### config.mk
export PLATFORM = sky130hd
export DESIGN_NAME = link_word_source
export DESIGN_NICKNAME = d
export VERILOG_FILES = /design/src/rtl/link_word_source_pkg.sv /design/src/rtl/link_word_source_sync_fifo.sv /design/src/rtl/link_word_source.sv
export SDC_FILE = /design/constraint.sdc
export NUM_CORES = 1
export LEC_CHECK = 0
export ABC_AREA = 1
export CORE_ASPECT_RATIO = 0.5
export CORE_MARGIN = 2
export CORE_UTILIZATION = 50
export CTS_BUF_LIST = sky130_fd_sc_hd__clkbuf_8
export CTS_CLUSTER_SIZE = 20
export DETAILED_ROUTE_END_ITERATION = 7
export MAX_ROUTING_LAYER = met4
export PLACE_DENSITY = 0.69
export RECOVER_POWER = 25
export SLEW_MARGIN = 20
export SYNTH_ARGS = -nofsm -noshare
export SYNTH_HDL_FRONTEND = slang
export SYNTH_SLANG_ARGS = --single-unit
### constraint.sdc
create_clock -name clk -period 2.1 [get_ports clk]
set_input_delay 0.21 -clock clk [delete_from_list [all_inputs] [get_ports clk]]
set_output_delay 0.21 -clock clk [all_outputs]
set_load 0.02 [all_outputs]
### src/rtl/link_word_source_pkg.sv
// Shared definitions for the device-side word link transmitter.
// Holds the link word width, synchronizer depth and the per-cycle link event encoding.
package link_word_source_pkg;

  localparam int LINK_WORD_W      = 16;
  localparam int LINK_SYNC_STAGES = 2;

  // Toggle detection stays masked until the synchronizer and history flop hold real strobe samples.
  localparam int LINK_ARM_CYCLES  = LINK_SYNC_STAGES + 1;

  typedef enum logic [1:0] {
    EV_IDLE     = 2'd0,
    EV_SEND     = 2'd1,
    EV_UNDERRUN = 2'd2
  } link_ev_e;

endpackage

### src/rtl/link_word_source_sync_fifo.sv
// Single-clock FIFO with registered full/empty/level and no write-to-read bypass.
// A push while full is dropped even if a pop happens in the same cycle.
module sync_fifo #(
  parameter int WIDTH      = 16,
  parameter int DEPTH_LOG2 = 4
) (
  input  logic                  clk,
  input  logic                  rst,
  input  logic                  push,
  input  logic [WIDTH-1:0]      push_data,
  input  logic                  pop,
  output logic [WIDTH-1:0]      pop_data,
  output logic                  full,
  output logic                  empty,
  output logic [DEPTH_LOG2:0]   level
);

  localparam int DEPTH = 1 << DEPTH_LOG2;
  localparam logic [DEPTH_LOG2:0]   LVL_ONE  = {{DEPTH_LOG2{1'b0}}, 1'b1};
  localparam logic [DEPTH_LOG2:0]   LVL_FULL = {1'b1, {DEPTH_LOG2{1'b0}}};
  localparam logic [DEPTH_LOG2:0]   LVL_ZERO = '0;
  localparam logic [DEPTH_LOG2-1:0] PTR_ONE  = {{(DEPTH_LOG2-1){1'b0}}, 1'b1};

  logic [WIDTH-1:0]      mem [DEPTH];
  logic [DEPTH_LOG2-1:0] wr_ptr;
  logic [DEPTH_LOG2-1:0] rd_ptr;
  logic                  push_ok;
  logic                  pop_ok;
  logic [DEPTH_LOG2:0]   level_next;

  assign push_ok  = push & ~full;
  assign pop_ok   = pop & ~empty;
  assign pop_data = mem[rd_ptr];

  always_comb begin
    level_next = level;
    if (push_ok && !pop_ok) begin
      level_next = level + LVL_ONE;
    end else if (pop_ok && !push_ok) begin
      level_next = level - LVL_ONE;
    end
  end

  always_ff @(posedge clk) begin
    if (rst) begin
      wr_ptr <= '0;
      rd_ptr <= '0;
      level  <= '0;
      full   <= 1'b0;
      empty  <= 1'b1;
    end else begin
      if (push_ok) wr_ptr <= wr_ptr + PTR_ONE;
      if (pop_ok)  rd_ptr <= rd_ptr + PTR_ONE;
      level <= level_next;
      full  <= (level_next == LVL_FULL);
      empty <= (level_next == LVL_ZERO);
    end
  end

  // Storage needs no reset: the pointers define what is valid.
  always_ff @(posedge clk) begin
    if (push_ok) mem[wr_ptr] <= push_data;
  end

endmodule

### src/rtl/link_word_source.sv
// Device-side link transmitter: queues words and presents one per receiver strobe toggle.
// Holds the strobe synchronizer, toggle detect, link output registers and statistics counters.
module link_word_source
  import link_word_source_pkg::*;
#(
  parameter int WORD_W     = LINK_WORD_W,
  parameter int DEPTH_LOG2 = 4,
  parameter int CNT_W      = 16
) (
  input  logic                clk,
  input  logic                rst,
  input  logic [WORD_W-1:0]   wr_data,
  input  logic                wr_en,
  output logic                full,
  output logic                empty,
  output logic [DEPTH_LOG2:0] level,
  input  logic                link_strobe,
  output logic [WORD_W-1:0]   link_data,
  output logic                link_valid,
  output logic [CNT_W-1:0]    sent_cnt,
  output logic [CNT_W-1:0]    underrun_cnt
);

  localparam logic [2:0]       ARM_DONE = 3'(LINK_ARM_CYCLES);
  localparam logic [CNT_W-1:0] CNT_ONE  = {{(CNT_W-1){1'b0}}, 1'b1};

  logic [LINK_SYNC_STAGES-1:0] sync_q;
  logic                        strobe_hist;
  logic [2:0]                  arm;
  logic                        arm_done;
  logic                        tog;
  link_ev_e                    ev;
  logic                        pop;
  logic [WORD_W-1:0]           head_data;

  sync_fifo #(
    .WIDTH      (WORD_W),
    .DEPTH_LOG2 (DEPTH_LOG2)
  ) u_fifo (
    .clk       (clk),
    .rst       (rst),
    .push      (wr_en),
    .push_data (wr_data),
    .pop       (pop),
    .pop_data  (head_data),
    .full      (full),
    .empty     (empty),
    .level     (level)
  );

  always_ff @(posedge clk) begin
    if (rst) begin
      sync_q      <= '0;
      strobe_hist <= 1'b0;
      arm         <= '0;
    end else begin
      sync_q      <= {sync_q[LINK_SYNC_STAGES-2:0], link_strobe};
      strobe_hist <= sync_q[LINK_SYNC_STAGES-1];
      if (!arm_done) arm <= arm + 3'd1;
    end
  end

  // A strobe already high at reset release would look like an edge; ignore it until history is valid.
  assign arm_done = (arm == ARM_DONE);
  assign tog      = (sync_q[LINK_SYNC_STAGES-1] ^ strobe_hist) & arm_done;

  always_comb begin
    ev = EV_IDLE;
    if (tog) begin
      ev = empty ? EV_UNDERRUN : EV_SEND;
    end
  end

  assign pop = (ev == EV_SEND);

  always_ff @(posedge clk) begin
    if (rst) begin
      link_data    <= '0;
      link_valid   <= 1'b0;
      sent_cnt     <= '0;
      underrun_cnt <= '0;
    end else begin
      case (ev)
        EV_SEND: begin
          link_data  <= head_data;
          link_valid <= 1'b1;
          sent_cnt   <= sent_cnt + CNT_ONE;
        end
        EV_UNDERRUN: begin
          link_valid <= 1'b0;
          if (underrun_cnt != '1) underrun_cnt <= underrun_cnt + CNT_ONE;
        end
        default: ;
      endcase
    end
  end

endmodule
# Word-level counts from Yosys, hierarchy flattened
# Memory sizes are Yosys's and may differ from the RTL's. A register that Yosys moved wholly into a read port is not among the register bits.
# Cells that the tools add are included.
[totals]
reg_bits = 54
ram_bits = 256
inputBits = 20
out_inout_bits = 56
memories = 1
[mem_list]
columns = ["name", "depth", "width", "rd", "rd_clocked_by_memory_dff", "write_ports", "line_no", "text"]
rows = [
  ["u_fifo.mem", 16, 16, 1, 1, 1, "link_word_source_sync_fifo.sv:24", "logic [WIDTH-1:0] mem [DEPTH];"],
]
[classes]
n_addsub = 7
eq_ne = 5
n_mux = 7
n_bitwise = 6
n_reduce_logical = 7
[ops]
columns = ["operator", "n"]
rows = [
  ["adder 16 x 1 -> 16 bit (second input constant)", 2],
  ["!= test 16 bit (second input constant)", 1],
  ["two-way mux 5 bit", 2],
  ["adder 4 x 1 -> 4 bit (second input constant)", 2],
  ["adder 5 x 1 -> 5 bit (second input constant)", 1],
  ["equality test 5 bit (second input constant)", 1],
  ["zero test 5 bit", 1],
  ["subtractor 5 x 1 -> 5 bit (second input constant)", 1],
  ["two-way mux 2 bit", 2],
  ["adder 3 x 1 -> 3 bit (second input constant)", 1],
  ["AND 1 bit", 3],
  ["equality test 3 x 2 -> 1 bit (second input constant)", 1],
  ["equality test 2 x 1 -> 1 bit (second input constant)", 1],
  ["equality test 2 bit (second input constant)", 1],
  ["logical AND 1 bit", 2],
  ["zero test 1 bit", 2],
  ["two-way mux 1 bit", 2],
  ["inverter 1 bit", 2],
  ["case mux 1 bit (2 select lines)", 1],
  ["AND reduction 2 bit", 1],
  ["nonzero test 2 bit", 1],
  ["XOR 1 bit", 1],
]

# Logic depth before layout (Yosys ltp)
# Gate-level depths: netlist (run 1).
[depth]
word_depth = 9
ltp_mapped = 12
depth_no_buf = 12

# Modules after synthesis
# Synthesis (run 1) repeated with hierarchy kept, for this count alone.
[unflattened]
hier_cells = 1336
hier_area_um2 = 13897.1
[modules_own_cells]
columns = ["module", "instances", "cells_each", "area_each_um2", "seq_area_each_um2"]
rows = [
  ["sync_fifo", 1, 957, 11357.1, 8067.7],
  ["link_word_source", 1, 379, 2539.9, 1101.1],
]

# Worst setup path before layout (run 1)
# Ideal clock, no wire load.
[synth_timing]
path_kind = "register to register"
startpoint = "register u_fifo.full"
endpoint = "memory u_fifo.mem[11][0] (enable)"
arrival_time_ns = 1.610
slack_ns = 0.102
path_stages_with_launch = 6
path_buffers = 0
synth_period_minus_slack_ns = 1.998
cell_sequence = "dfxtp_1 -> nor2_4 -> inv_1 -> nor2_1 -> nand2_1 -> nor2_1"
[synth_between]
elab_chain_len = 4
[synth_lines]
columns = ["element", "line_no", "text"]
rows = [
  ["start: declaration", "link_word_source_sync_fifo.sv:13", "output logic full,"],
  ["start signal: assignment", "link_word_source_sync_fifo.sv:55", "full <= (level_next == LVL_FULL);"],
  ["inverter 1 bit", "link_word_source_sync_fifo.sv:31", "assign push_ok = push & ~full;"],
  ["AND 1 bit", "link_word_source_sync_fifo.sv:31", ""],
  ["two-way mux 1 bit", "link_word_source_sync_fifo.sv:62", "if (push_ok) mem[wr_ptr] <= push_data;"],
  ["two-way mux 1 bit (implied by the code)", "link_word_source_sync_fifo.sv:62", ""],
  ["end: declaration", "link_word_source_sync_fifo.sv:24", ""],
]
# Every way passes these cells.

==> flow_metrics.tcl, run 1 <==
set metrics [dict create \
    cp-endpoint "link_data[10]$_SDFFE_PP0P_" \
    setup_viol 0 \
    synth_top_area_share_pct 57.3 \
    dpl.hpwl_mm 21.1 \
    clock_sinks 326 \
    die_x_um 236 \
    hold_class "in2reg" \
    synth_compound_area_share_pct 11.6 \
    met1_length_mm 14.4 \
    synth_xor_area_share_pct 1.11 \
    top_layer "met4" \
    finalNonFillerCells 1707 \
    status "complete, but fails checks" \
    end_kind "flop" \
    numPlacedInstances 1625 \
    wl_met2_mm 14.5 \
    internal_power_w 0.00953 \
    post-route-min-period_ns 1.96 \
    p_leak_nw 5.46 \
    final_antenna_net_count 0 \
    cts_tree "done" \
    synth.distinct_cells 35 \
    hold_viol_final 0 \
    multi_input_area_sq_um 3780 \
    worst_slew_pin_slew_ns 1.62 \
    die_h_um 120 \
    routabilityCongestion 0.944 \
    cts.path.max_buffers 3 \
    arrival_ns 2.42 \
    combPwrFrac_pct 5.6 \
    async_flop_share_pct 0 \
    drive_gt1_share_pct 9.45 \
    ff2ff_path_depth 7 \
    ios 76 \
    fp-row-count 42 \
    syn-instance-count 1209 \
    grt_max_degree 67 \
    syn_avg_cell_area_sq_um 11.1 \
    slew_headroom_pct -8.17 \
    overflow 0 \
    portBuffers 75 \
    wl_met3_mm 3.14 \
    synth_top_family_by_area "simple AND/OR/NAND/NOR gates" \
    synth_seq_cells 326 \
    die_area_sq_um 28200 \
    grt_pass1_wl_mm 50.1 \
    max_cap_viol_count 1 \
    muxShareOfSynthArea_pct 0 \
    core_sq_um 26400 \
    vdd_drop_max_mv 0.369 \
    rr_endpoint "link_data[10]$_SDFFE_PP0P_" \
    synthFlopType "edfxtp_1" \
    power_density_nw_per_um2 787 \
    synthSimpleGateAreaFrac_pct 14.2 \
    seq_area_sq_um 9090 \
    path_class "reg2reg" \
    maxSlewViolCount 30 \
    wl_mm 32.4 \
    yosys-top-cells-area "edfxtp_1 57%, dfxtp_1 10%, nor2_1 6.4%" \
    ys_top_cells_by_count "256 x edfxtp_1, 229 x nor2_1, 146 x o21ai_0" \
    finalSetupTns_ns 0 \
    synth_nets 1240 \
    whs_ns 0.175 \
    routed_via_density 5.54 \
    wl_per_cell_um 19.0 \
    pwr-share-clk_pct 36.6 \
    nNetsFinal 1351 \
    yosysWarnings 0 \
    crit_path_start "u_fifo.rd_ptr[1]$_SDFFE_PP0P_" \
    cts_hold_buf 0 \
    grt_pass1_vias 9144 \
    post-synth-top-area-cell "edfxtp_1" \
    required_ns 2.56 \
    clk_root_buffer_cell "clkbuf_8" \
    start_kind "flop" \
    drc 0 \
    dr.pass1.iters 5 \
    swShare_pct 22.9 \
    htree_levels 2 \
    synth_area_sq_um 13400 \
    vias 9458 \
    worst-path-max-fanout 17 \
    synth_edf_count 256 \
    syn_to_final_growth_pct 16.9 \
    fill_cells 2098 \
    post-route-period-util_pct 93.3 \
    synth_adder_area_share_pct 1.03 \
    track_usage_pct 23.8 \
    path_clk_slew_ns 0.06 \
    p_seq_share_pct 57.8 \
    fmax_ghz 0.511 \
    reg2reg_slack_ns 0.14 \
    rsz0062_at_grt "no" \
    failed_checks "capacitance limit, slew limit" \
    yosysMostFrequentCell "edfxtp_1" \
    initial_utilization_pct 50.8 \
    skew_ns 0.0157 \
    antenna_found_initial 1 \
    drt-initial-drc-count 1066 \
    regToRegStartpoint "u_fifo.rd_ptr[1]$_SDFFE_PP0P_" \
    seq_area_frac_synth_pct 67.7 \
    clk_latency_ns 0.57 \
    cts_made_buffers 45 \
    p_switching_w 0.00282 \
]
-- per-stage QoR --
step                utilization, %  cell area (sq um)  power, W  setup WS (ns)
global placement              56.4              14900   0.00795          0.165
finish                        59.4              15700    0.0124          0.142
global route                  59.4              15700    0.0128         0.0153
detailed placement            56.4              14900   0.00798          0.127
floorplan                        -              13400   0.00764          0.102
CTS                           59.5              15700    0.0125          0.108
-- registers in the layout (all words and copies together) (netlist names) --
signal and count:
link_valid 1, arm 3, link_data 16, sync_q 2, u_fifo.rd_ptr 4, u_fifo.mem 256, sent_cnt 16, u_fifo.level 5
u_fifo.empty 1, u_fifo.full 1, underrun_cnt 16, strobe_hist 1, u_fifo.wr_ptr 4
-- cell families after synthesis --
logic type	after synthesis
AOI/OAI and AO/OA	262
xor gates and xnor gates	17
adders and majority gates	11
buffers and inverters	135
DFF	326
and+or+nand+nor	458
-- per-layer routing --
metal,vias to the layer above,track usage (%)
li1,4487,-
met1,4570,32.2
met2,360,35.9
met3,41,6.63
met4,0,5.53
met5,-,-
-- critical path: stages (launching register included) --
cell and delay [ns]:
dfxtp_2 0.60, inv_1 0.39, o21ai_0 0.22, o221ai_1 0.19
nand3_1 0.11, nand3_1 0.18, nand2_1 0.11, inv_1 0.04
-- power groups by stage --
stage               Sequential (W)  Combinational (W)  Clock, W
floorplan                  0.00729           0.000346         0
global placement           0.00727           0.000674         0
detailed placement         0.00728           0.000698         0
CTS                        0.00714           0.000702   0.00462
global route               0.00715           0.000768   0.00490
finish                     0.00714           0.000692   0.00452
-- cell usage in the layout, fill, tap and decap left out, types with 33 or more instances in the layout --
cell	netlist	layout
edfxtp_1	256	256
nor2_1	229	223
o21ai_0	146	146
nand2_1	123	122
inv_1	64	82
nand3_1	71	71
dfxtp_1	70	68
clkdlybuf4s50_1	0	63
clkbuf_8	0	51
o211ai_1	48	48
buf_4	5	33
-- worst min path at each step --
stage / from / cells after the start / slack, ns / end
after global routing: link_strobe / 3 / 0.18 / sync_q[0]$_SDFF_PP0_
after floorplan: wr_data[0] / 0 / 0.31 / u_fifo.mem[0][0]$_DFFE_PP_
final: link_strobe / 3 / 0.17 / sync_q[0]$_SDFF_PP0_
after detailed placement: sync_q[0]$_SDFF_PP0_ / 2 / 0.41 / sync_q[1]$_SDFF_PP0_
after CTS: link_strobe / 3 / 0.16 / sync_q[0]$_SDFF_PP0_
after global placement: sync_q[0]$_SDFF_PP0_ / 2 / 0.41 / sync_q[1]$_SDFF_PP0_
-- layout make-up --
type | instances | share of cell area [%]
antenna | 1 | 0.0159
clock buffer | 51 | 4.47
clock inverter | 30 | 0.781
inverter | 69 | 1.67
multi-input combinational | 748 | 24.1
sequential | 326 | 57.9
tap | 352 | 2.81
timing repair buffer | 130 | 8.23
-- timing repair --
action | CTS | global route
resized for setup | 0 | 3
setup buffers | 0 | 0
endpoints found under the setup margin | 0 | 4
Power figures use the tool's default switching activity.
==> inputs of run 2 (changes only) <==
- CTS_BUF_LIST: sky130_fd_sc_hd__clkbuf_8 -> sky130_fd_sc_hd__clkbuf_4
==> flow_metrics.tcl, run 2 (synthesized netlist as in run 1, its figures left out) <==
set metrics [dict create \
    final_antenna_net_count 0 \
    vias 9725 \
    dr.pass1.iters 5 \
    dpl.hpwl_mm 21.1 \
    p_leak_nw 5.64 \
    wl_mm 32.9 \
    track_usage_pct 24.2 \
    routed_via_density 5.53 \
    skew_ns 0.0520 \
    pre_cts_slack_ns 0.127 \
    post-route-period-util_pct 95.3 \
    maxSlewViolCount 30 \
    cts_made_buffers 75 \
    fmax_ghz 0.500 \
    path_class "reg2reg" \
    clk_root_buffer_cell "clkbuf_4" \
    path_clk_slew_ns 0.07 \
    drc 0 \
    pwr-share-clk_pct 40.0 \
    hold_viol_final 0 \
    grt_pass1_wl_mm 50.9 \
    grt_pass1_vias 9510 \
    failed_checks "capacitance limit, slew limit" \
    fp-row-count 42 \
    post-route-min-period_ns 2.00 \
    swShare_pct 22.7 \
    cts.path.max_buffers 3 \
    antenna_found_initial 1 \
    die_area_sq_um 28200 \
    drive_gt1_share_pct 14.4 \
    grt_max_degree 67 \
    clock_sinks 326 \
    combPwrFrac_pct 5.3 \
    rsz0062_at_grt "no" \
    top_register "u_fifo.mem" \
    slew_headroom_pct -8.08 \
    portBuffers 75 \
    initial_utilization_pct 50.8 \
    finalSetupTns_ns 0 \
    clk_latency_ns 0.70 \
    vdd_drop_max_mv 0.296 \
    start_kind "flop" \
    routabilityCongestion 0.944 \
    setup_ws_ns 0.0996 \
    internal_power_w 0.0101 \
    overflow 0 \
    cts_tree "done" \
    setup_viol 0 \
    ios 76 \
    worst-path-max-fanout 17 \
    numPlacedInstances 1625 \
    wl_per_cell_um 18.7 \
    fill_cells 2102 \
    arrival_ns 2.56 \
    die_x_um 236 \
    p_seq_share_pct 54.7 \
    required_ns 2.66 \
    worst_slew_pin_slew_ns 1.62 \
    status "complete, but fails checks" \
    htree_levels 3 \
    largest_reg_flops 256 \
    core_sq_um 26400 \
    syn_to_final_growth_pct 18.3 \
    mostFrequentLayoutCell "edfxtp_1" \
    hold_class "in2reg" \
    end_kind "flop" \
    nNetsFinal 1381 \
    p_switching_w 0.00296 \
    power_density_nw_per_um2 822 \
    final_cell_mix "256 x edfxtp_1, 223 x nor2_1, 146 x o21ai_0" \
    drt-initial-drc-count 1115 \
    max_cap_viol_count 1 \
    finalNonFillerCells 1760 \
    die_h_um 120 \
    cts_setup_buffers 0 \
]
-- run 2: layout make-up --
| class | count | area, sq um | share of cell area [%] |
|---|---|---|---|
| Antenna cell | 1 | 2.50 | 0.0158 |
| Clock inverter | 10 | 70.1 | 0.441 |
| Clock buffer | 124 | 931 | 5.86 |
| Sequential cell | 326 | 9090 | 57.3 |
| Timing Repair Buffer | 130 | 1300 | 8.19 |
| Tap cell | 352 | 440 | 2.77 |
| Multi-Input combinational cell | 748 | 3780 | 23.8 |
| Inverter | 69 | 263 | 1.65 |
-- run 2: critical path, cell delays in order, from the launching register on --
cell and delay (ns):
dfxtp_2 0.61, inv_1 0.39, o21ai_0 0.21, o221ai_1 0.19, nand3_1 0.12, nand3_1 0.19
nand2_1 0.11, inv_1 0.04
-- run 2: layer usage --
metal  GRT usage, %  vias to the layer above  share of wire (%)  wire length (um)
met5              -                        -                  0                 0
met4           6.45                        0                1.3               425
met3           7.43                       39                 10              3450
met2           36.2                      441                 44             14600
met1           32.4                     4652                 44             14400
li1               -                     4593                  -                 -
-- run 2: per-stage QoR --
step	total power (W)	utilization, %	hold WS (ns)	cell area (sq um)
CTS	0.0132	60.1	0.0105	15900
finish	0.0131	60.1	0.0543	15900
global route	0.0136	60.1	0.0215	15900
global placement	0.00795	56.4	0.406	14900
detailed placement	0.00798	56.4	0.407	14900
floorplan	0.00764	-	0.309	13400
-- run 2: power by group through the flow --
stage	sequential, W	combinational (W)	clock, W
2_1_floorplan	0.00729	0.000346	0
3_3_place_gp	0.00727	0.000674	0
3_5_place_dp	0.00728	0.000698	0
4_1_cts	0.00714	0.000703	0.00534
5_1_grt	0.00714	0.000768	0.00567
6_report	0.00714	0.000692	0.00522
-- run 2: timing repair --
item / CTS / global route
setup endpoints to repair: 0 / 5
hold buffers: 0 / 0
resized for setup: 0 / 5
endpoints found under the hold margin: 0 / 0
-- run 2: worst paths after layout --
path / startpoint / end / slack [ns] / depth (start not counted)
worst min-delay path: link_strobe / sync_q[0]$_SDFF_PP0_ / 0.05 / 3
worst max-delay path: u_fifo.rd_ptr[1]$_SDFFE_PP0P_ / link_data[10]$_SDFFE_PP0P_ / 0.1 / 7
worst max register to register: u_fifo.rd_ptr[1]$_SDFFE_PP0P_ / link_data[10]$_SDFFE_PP0P_ / 0.1 / 7
worst min register to register: sync_q[0]$_SDFF_PP0_ / sync_q[1]$_SDFF_PP0_ / 0.43 / 2
